File: config.mk
export PLATFORM = sky130hd
export DESIGN_NAME = mem_preload_sequencer
export DESIGN_NICKNAME = d
export VERILOG_FILES = /design/src/rtl/mem_preload_sequencer_pkg.sv /design/src/rtl/mem_preload_sequencer_addr_ctr.sv /design/src/rtl/mem_preload_sequencer.sv
export SDC_FILE = /design/constraint.sdc
export NUM_CORES = 1
export LEC_CHECK = 0
export CAP_MARGIN = 20
export CORE_MARGIN = 2
export CORE_UTILIZATION = 45
export DETAILED_ROUTE_END_ITERATION = 8
export PLACE_DENSITY = 0.79
export SYNTH_ARGS = -nofsm -noshare
export SYNTH_HDL_FRONTEND = slang
export SYNTH_HIERARCHICAL = 1
export SYNTH_SLANG_ARGS = --single-unit
export TNS_END_PERCENT = 1
File: constraint.sdc
create_clock -name clock -period 4.28 [get_ports clock]
set_clock_uncertainty 0.1 [all_clocks]
set_input_delay 1.284 -clock clock [delete_from_list [all_inputs] [get_ports clock]]
set_output_delay 1.284 -clock clock [all_outputs]
set_load 0.005 [all_outputs]
File: src/rtl/mem_preload_sequencer_pkg.sv
// rtl/mem_preload_sequencer_pkg.sv - shared state encoding and constants for the preload sequencer
//
// Holds the sequencer FSM state type, the fixed slave access size and the
// slave channel indices used by mem_preload_sequencer.
package mem_preload_sequencer_pkg;

  typedef enum logic [2:0] {
    IDLE,
    LOAD,
    WR,
    START,
    RUN,
    RD_REQ,
    RD_WAIT,
    EMIT
  } seq_state_t;

  // Every slave access is a single byte.
  localparam logic [7:0] ACCESS_SIZE = 8'd8;

  // Only channel 0 of the two-channel slave port carries traffic.
  localparam int CH0 = 0;
  localparam int CH1 = 1;

endpackage

File: src/rtl/mem_preload_sequencer_addr_ctr.sv
// rtl/mem_preload_sequencer_addr_ctr.sv - loadable wrapping address counter with terminal-count flag
//
// Ports:
//   clock, reset      rising-edge clock, synchronous active-low reset
//   load, load_val    restart the transfer count at load_val
//   inc               advance by one transfer
//   limit             number of transfers in the current phase
//   addr              ADDR_W-bit slave address, wraps modulo 2^ADDR_W
//   term_cnt          high while the current transfer is the last one
module preload_addr_ctr
  import mem_preload_sequencer_pkg::*;
#(
  parameter int ADDR_W = 7,
  parameter int CNT_W  = 32
) (
  input  logic              clock,
  input  logic              reset,
  input  logic              load,
  input  logic [CNT_W-1:0]  load_val,
  input  logic              inc,
  input  logic [CNT_W-1:0]  limit,
  output logic [ADDR_W-1:0] addr,
  output logic              term_cnt
);

  // The full-width transfer count lets a phase be longer than the address
  // space; the address is simply its low bits, so it wraps on its own.
  logic [CNT_W-1:0] count;

  always_ff @(posedge clock) begin
    if (!reset) begin
      count <= '0;
    end else if (load) begin
      count <= load_val;
    end else if (inc) begin
      count <= count + CNT_W'(1);
    end
  end

  assign addr     = count[ADDR_W-1:0];
  assign term_cnt = ((count + CNT_W'(1)) == limit);

endmodule

File: src/rtl/mem_preload_sequencer.sv
// rtl/mem_preload_sequencer.sv - preloads kernel memory, runs the kernel, streams the result back
//
// Optional feature macro: CYCLE_TIMEOUT_EN (watchdog on RUN and RD_WAIT).
//
// Ports:
//   clock, reset                      rising-edge clock, synchronous active-low reset
//   go                                one-cycle request to start a sequence (IDLE only)
//   in_valid/in_ready/in_data         preload byte stream
//   S_oe_ram/S_we_ram                 slave read/write strobes, channel 0 only
//   S_addr_ram/S_Wdata_ram            slave address and write data, channel 0 in low bits
//   S_data_ram_size                   8 while a strobe is active, else 0
//   Sout_Rdata_ram/Sout_DataRdy       slave read data and ready, channel 0 used
//   start_port/done_port              kernel start pulse and completion
//   out_valid/out_ready/out_data      readback byte stream
//   cycles                            kernel cycles from start pulse to done inclusive
//   busy/timeout                      sequence active; watchdog fired (sticky until go)
module mem_preload_sequencer
  import mem_preload_sequencer_pkg::*;
#(
  parameter int ADDR_W      = 7,
  parameter int LOAD_BYTES  = 64,
  parameter int READ_BYTES  = 64,
  parameter int TIMEOUT_CYC = 200000000
) (
  input  logic                clock,
  input  logic                reset,
  input  logic                go,
  input  logic                in_valid,
  output logic                in_ready,
  input  logic [7:0]          in_data,
  output logic [1:0]          S_oe_ram,
  output logic [1:0]          S_we_ram,
  output logic [2*ADDR_W-1:0] S_addr_ram,
  output logic [15:0]         S_Wdata_ram,
  output logic [7:0]          S_data_ram_size,
  input  logic [15:0]         Sout_Rdata_ram,
  input  logic [1:0]          Sout_DataRdy,
  output logic                start_port,
  input  logic                done_port,
  output logic                out_valid,
  input  logic                out_ready,
  output logic [7:0]          out_data,
  output logic [31:0]         cycles,
  output logic                busy,
  output logic                timeout
);

  seq_state_t        state;
  logic              we_q;
  logic              oe_q;
  logic [7:0]        wdata_q;
  logic              ctr_load;
  logic              ctr_inc;
  logic [31:0]       ctr_limit;
  logic [ADDR_W-1:0] addr;
  logic              term_cnt;

  // One counter serves both phases: cleared on go and again on done.
  assign ctr_load  = ((state == IDLE) && go) || ((state == RUN) && done_port);
  assign ctr_inc   = (state == WR) || ((state == EMIT) && out_ready);
  assign ctr_limit = ((state == LOAD) || (state == WR)) ? 32'(LOAD_BYTES) : 32'(READ_BYTES);

  preload_addr_ctr #(
    .ADDR_W (ADDR_W),
    .CNT_W  (32)
  ) u_addr_ctr (
    .clock    (clock),
    .reset    (reset),
    .load     (ctr_load),
    .load_val ('0),
    .inc      (ctr_inc),
    .limit    (ctr_limit),
    .addr     (addr),
    .term_cnt (term_cnt)
  );

`ifdef CYCLE_TIMEOUT_EN
  logic        timeout_q;
  logic [31:0] wait_cnt;
  assign timeout = timeout_q;
`else
  assign timeout = 1'b0;
`endif

  // Strobes and start_port are one-cycle pulses: cleared by default each
  // cycle and set only on the transition into the state that owns them.
  always_ff @(posedge clock) begin
    if (!reset) begin
      state      <= IDLE;
      in_ready   <= 1'b0;
      we_q       <= 1'b0;
      oe_q       <= 1'b0;
      start_port <= 1'b0;
      out_valid  <= 1'b0;
      out_data   <= 8'd0;
      wdata_q    <= 8'd0;
      cycles     <= 32'd0;
`ifdef CYCLE_TIMEOUT_EN
      timeout_q  <= 1'b0;
      wait_cnt   <= 32'd0;
`endif
    end else begin
      we_q       <= 1'b0;
      oe_q       <= 1'b0;
      start_port <= 1'b0;
      unique case (state)
        IDLE: begin
          if (go) begin
            state    <= LOAD;
            in_ready <= 1'b1;
            cycles   <= 32'd0;
`ifdef CYCLE_TIMEOUT_EN
            timeout_q <= 1'b0;
`endif
          end
        end
        LOAD: begin
          if (in_valid) begin
            wdata_q  <= in_data;
            in_ready <= 1'b0;
            we_q     <= 1'b1;
            state    <= WR;
          end
        end
        WR: begin
          if (term_cnt) begin
            start_port <= 1'b1;
            state      <= START;
          end else begin
            in_ready <= 1'b1;
            state    <= LOAD;
          end
        end
        START: begin
          // The start cycle itself is the first counted cycle; done_port
          // is not looked at here.
          cycles <= 32'd1;
          state  <= RUN;
        end
        RUN: begin
          if (cycles != 32'hFFFF_FFFF) begin
            cycles <= cycles + 32'd1;
          end
          if (done_port) begin
            oe_q  <= 1'b1;
            state <= RD_REQ;
          end
`ifdef CYCLE_TIMEOUT_EN
          else if (cycles >= 32'(TIMEOUT_CYC)) begin
            timeout_q <= 1'b1;
            state     <= IDLE;
          end
`endif
        end
        RD_REQ: begin
          state <= RD_WAIT;
`ifdef CYCLE_TIMEOUT_EN
          wait_cnt <= 32'd0;
`endif
        end
        RD_WAIT: begin
          if (Sout_DataRdy[CH0]) begin
            out_data  <= Sout_Rdata_ram[7:0];
            out_valid <= 1'b1;
            state     <= EMIT;
          end
`ifdef CYCLE_TIMEOUT_EN
          else if (wait_cnt >= 32'(TIMEOUT_CYC)) begin
            timeout_q <= 1'b1;
            state     <= IDLE;
          end else begin
            wait_cnt <= wait_cnt + 32'd1;
          end
`endif
        end
        EMIT: begin
          if (out_ready) begin
            out_valid <= 1'b0;
            if (term_cnt) begin
              state <= IDLE;
            end else begin
              oe_q  <= 1'b1;
              state <= RD_REQ;
            end
          end
        end
        default: state <= IDLE;
      endcase
    end
  end

  always_comb begin
    S_we_ram      = 2'b00;
    S_oe_ram      = 2'b00;
    S_we_ram[CH0] = we_q;
    S_oe_ram[CH0] = oe_q;
  end

  assign S_addr_ram      = {{ADDR_W{1'b0}}, addr};
  assign S_Wdata_ram     = {8'h00, wdata_q};
  assign S_data_ram_size = (we_q || oe_q) ? ACCESS_SIZE : 8'd0;
  assign busy            = (state != IDLE);

  // Channel 1 inputs and the watchdog limit are intentionally unused in
  // some builds.
  logic unused_ok;
  assign unused_ok = &{1'b0, Sout_Rdata_ram[15:8], Sout_DataRdy[CH1], (TIMEOUT_CYC == 0)};

endmodule

==> metrics.md <==
| Metric | Value |
|---|---|
| Yosys warning count | `6` |
| Type of the worst min-delay path | `reg2reg` |
| Cells on worst reg2reg path | `12` |
| ANT nets after route | `0` |
| CP startpoint | `u_addr_ctr/count[4]` |
| Residual DRC count | `0` |
| Mux cell area share after synthesis | `approximately 1.5%` |
| Total GRT Usage | `between 20% and 30%` |
| Main flop type after synthesis | `dfxtp_1` |
| WP data required | `4.43 ns` |
| Fin util | `56.13%` |
| Vias in the first global route | `5094` |
| H-tree depth | `3` |
| Count of final hold-check violations | `0` |
| CP Max Fanout | `11` |
| Compound-Gate Fraction of Synth Area | `approximately 17%` |
| Routed wire length per instance | `13.45 µm` |
| Synthesized area | `6032 µm²` |
| Simple-Gate Fraction of Synth Area | `32.75%` |
| FF-to-FF End | `in_ready` |
| Drt pass-1 iters | `5` |
| Sw frac | `33.75%` |
| Initial Utilization | `45.73%` |
| Min-delay src | `wdata_q[6]` |
| Chip height | `119.8 µm` |
| Total gr overflow | `0` |
| RSZ-0062 raised after global routing | `no` |
| Final Cell Area | `7403 µm²` |
| Flop pwr share | `between 40% and 50%` |
| Hold_buf cts | `0` |
| Area Overhead vs Synth | `22.73%` |
| Root Buffer | `clkbuf_16` |
| Share of cells above drive strength 1 | `~6.3%` |
| VDD IR max | `0.1718 mV` |
| RePlAce Congestion | `0.9325` |
| Die width | `119.8 µm` |
| Crit start category | `register` |
| Die ar. | `approximately 14000 µm²` |
| CTS clk-pin slew, worst paths | `0.07 ns` |
| Final period util | `89.29%` |
| # Post-CTS Setup Buffers | `0` |
| Initial drt markers | `336` |
| Inst Count DP | `around 1100` |
| Detail Placement HPWL | `10330 µm` |
| Clock Sinks | `88` |
| Hold endpoint | `wdata_q[6]` |
| CTS tree | `built` |
| Number of flops mapped to enable cells by yosys | `0` |
| LEAKAGE | `2.770 nW` |
| Main combinational cell family by area after synthesis | `simple AND/OR/NAND/NOR gates` |
| Post-cts sizing count | `0` |
| Final setup TNS | `0 ns` |
| WHS Path Cells | `2` |
| DP Area | `7124 µm²` |
| First-pass GRT wire length | `24270 µm` |
| Buffer depth of the longest clock path | `2` |
| Fin cells | `1092` |
| Pwr Density | `between 300 and 400 nW/µm²` |
| Synthesized instance count | `788` |
| Int Power | `around 0.0016 W` |
| Top Ports | `119` |
| Final setup fails | `0` |
| Maxcap violations | `0` |
| Endpoint class of the critical path | `register` |
| Worst R2R Start | `u_addr_ctr/count[4]` |
| Row Count | `42` |
| Initial antenna violation count | `0` |
| Synth Area in XOR/XNOR | `between 10% and 20%` |
| NumNets Final | `between 900 and 1000` |
| Crit path arrival time | `approximately 4.0 ns` |
| Vias post-DR | `approximately 5700` |
| Worst skew pair latency | `0.35 ns` |
| Net Switching | `0.0007968 W` |
| CORE AREA | `13190 µm²` |
| Pin count of the biggest net entering global routing | `55` |
| Seq cells post-synth | `88` |
| Period minus WS final | `between 3 and 4 ns` |
| Fraction of registers with async set/reset | `0%` |
| Setup slack, reg-to-reg | `roughly 0.46 ns` |
| N_diodes | `0` |
| Clk pwr share | `32.7%` |
| Sequential cell area fraction in the yosys report | `between 20% and 30%` |
| Post-Route WL | `around 15000 µm` |
| Vias/cell | `5.260` |
| Synth cell types | `70` |
| Status | `finished, final reports clean` |
| Final Slew Violations | `0` |
| Mean post-synth cell area | `7.655 µm²` |
| Comb pwr share | `24.9%` |
| PortBufs | `84` |
| Post-Synth Adder-Cell Area | `0.4149%` |
| Worst rel slew slack | `32.02%` |
| Measured slew at the worst slew-check pin | `1.019 ns` |
| Crit Path Category | `reg2reg` |
| Max Fclk | `0.2617 GHz` |
| Total CTS buffers | `9` |
==> placed cells by master (no fill, tap or decap), types with 3 or more instances in the layout <==
cell type,instances
o21ai_0,57
o211a_1,4
o211ai_1,4
xor2_1,36
or4_1,5
or2_2,4
xnor2_1,37
nand2_1,104
buf_4,14
nand4_1,33
a311oi_1,3
dfxtp_1,88
a21oi_1,46
mux2i_1,8
a41oi_1,4
and3_1,8
nand4_4,3
nand4b_1,3
inv_6,3
nand3_1,33
clkbuf_16,9
nor4_1,10
or3_1,3
o22ai_1,3
clkdlybuf4s50_1,84
nor3_1,17
conb_1,101
inv_1,10
nand2b_1,4
nor3b_1,4
a31oi_1,15
and2_1,41
and4_1,16
nor2_1,39
nand4_2,4
o21a_1,8
==> cells in the mapped netlist (5+ instances only) <==
master | n | share of area [%]
a21oi_1 | 46 | 3.8
a31oi_1 | 15 | 1.6
and2_1 | 41 | 4.3
and3_1 | 8 | 0.83
and4_1 | 16 | 2.3
buf_2 | 13 | 1.1
buf_4 | 37 | 4.6
clkbuf_1 | 33 | 2.1
dfxtp_1 | 88 | 29
inv_1 | 10 | 0.62
mux2i_1 | 8 | 1.3
nand2_1 | 104 | 6.5
nand3_1 | 33 | 2.7
nand4_1 | 33 | 3.4
nor2_1 | 39 | 2.4
nor3_1 | 17 | 1.4
nor4_1 | 10 | 1.0
o21a_1 | 8 | 1.0
o21ai_0 | 57 | 4.7
or4_1 | 5 | 0.62
xnor2_1 | 37 | 5.4
xor2_1 | 36 | 5.2
==> area by class of cell <==
| class | count | area [µm²] |
|---|---|---|
| Fill cell | 1243 | 5787 |
| Clock buffer | 10 | 229.0 |
| Inverter | 11 | 41.29 |
| Clock inverter | 6 | 50.05 |
| Multi-Input combinational cell | 702 | 4135 |
| Timing Repair Buffer | 99 | 965.9 |
| Tap cell | 176 | 220.2 |
| Sequential cell | 88 | 1762 |
==> power groups by stage <==
stage	logic, W	registers, W	clock network (W)
3_3_place_gp	0.000570	0.00102	0
6_report	0.000588	0.00100	0.000771
3_5_place_dp	0.000582	0.00102	0
5_1_grt	0.000666	0.00102	0.000824
2_1_floorplan	0.000500	0.000948	0
4_1_cts	0.000584	0.00100	0.000787
==> how the worst max path moves through the flow <==
stage | endpoint | cells past startpoint | slack (ns)
3_3_place_gp | in_ready | 12 | 0.60
4_1_cts | in_ready | 12 | 0.48
2_1_floorplan | in_ready | 12 | 0.87
5_1_grt | in_ready | 12 | 0.20
3_5_place_dp | in_ready | 12 | 0.57
6_report | in_ready | 12 | 0.46
==> sequential cells by signal, summed over array words and instances, names as in the netlist <==
signal and cells:
cycles 32, we_q 1, state 3, in_ready 1, start_port 1, wdata_q 8, oe_q 1, out_data 8
u_addr_ctr/count 32, out_valid 1
==> per-layer routing <==
layer	up-vias	global-route usage, %	share of wire, %
li1	2925	-	-
met1	2630	26.78	45
met2	165	33.75	48
met3	24	3.850	5.3
met4	0	8.015	1.9
met5	-	0	0
==> critical path, cell delays in order (launching register included) <==
cell and delay, ns:
dfxtp_1 0.59, nand4_4 0.23, or4_1 0.57, or4_4 0.51
xnor2_1 0.14, nor4_1 0.36, o2111ai_1 0.20, nor4_1 0.29
buf_4 0.21, mux2i_1 0.07, a22oi_1 0.17, nor2_1 0.06
o211a_1 0.22
==> stage by stage <==
step / setup WS [ns] / power, W / hold slack [ns]
3_3_place_gp: 0.5961 / 0.001588 / 0.3420
3_5_place_dp: 0.5707 / 0.001601 / 0.3466
4_1_cts: 0.4771 / 0.002372 / 0.3563
2_1_floorplan: 0.8724 / 0.001449 / 0.3527
6_report: 0.4582 / 0.002361 / 0.3536
5_1_grt: 0.2046 / 0.002507 / 0.3729
==> cell families (layout without fill, tap and decap cells) <==
kind of cell	count (synthesis)	in the layout
buffers and inverters	97	126
DFF	88	88
other	2	101
and+or+nand+nor	350	350
xor gates and xnor gates	73	73
adders and majority gates	2	2
AOI/OAI and AO/OA	167	167
muxes	9	9
No activity file was read; power rests on OpenSTA's default activity.
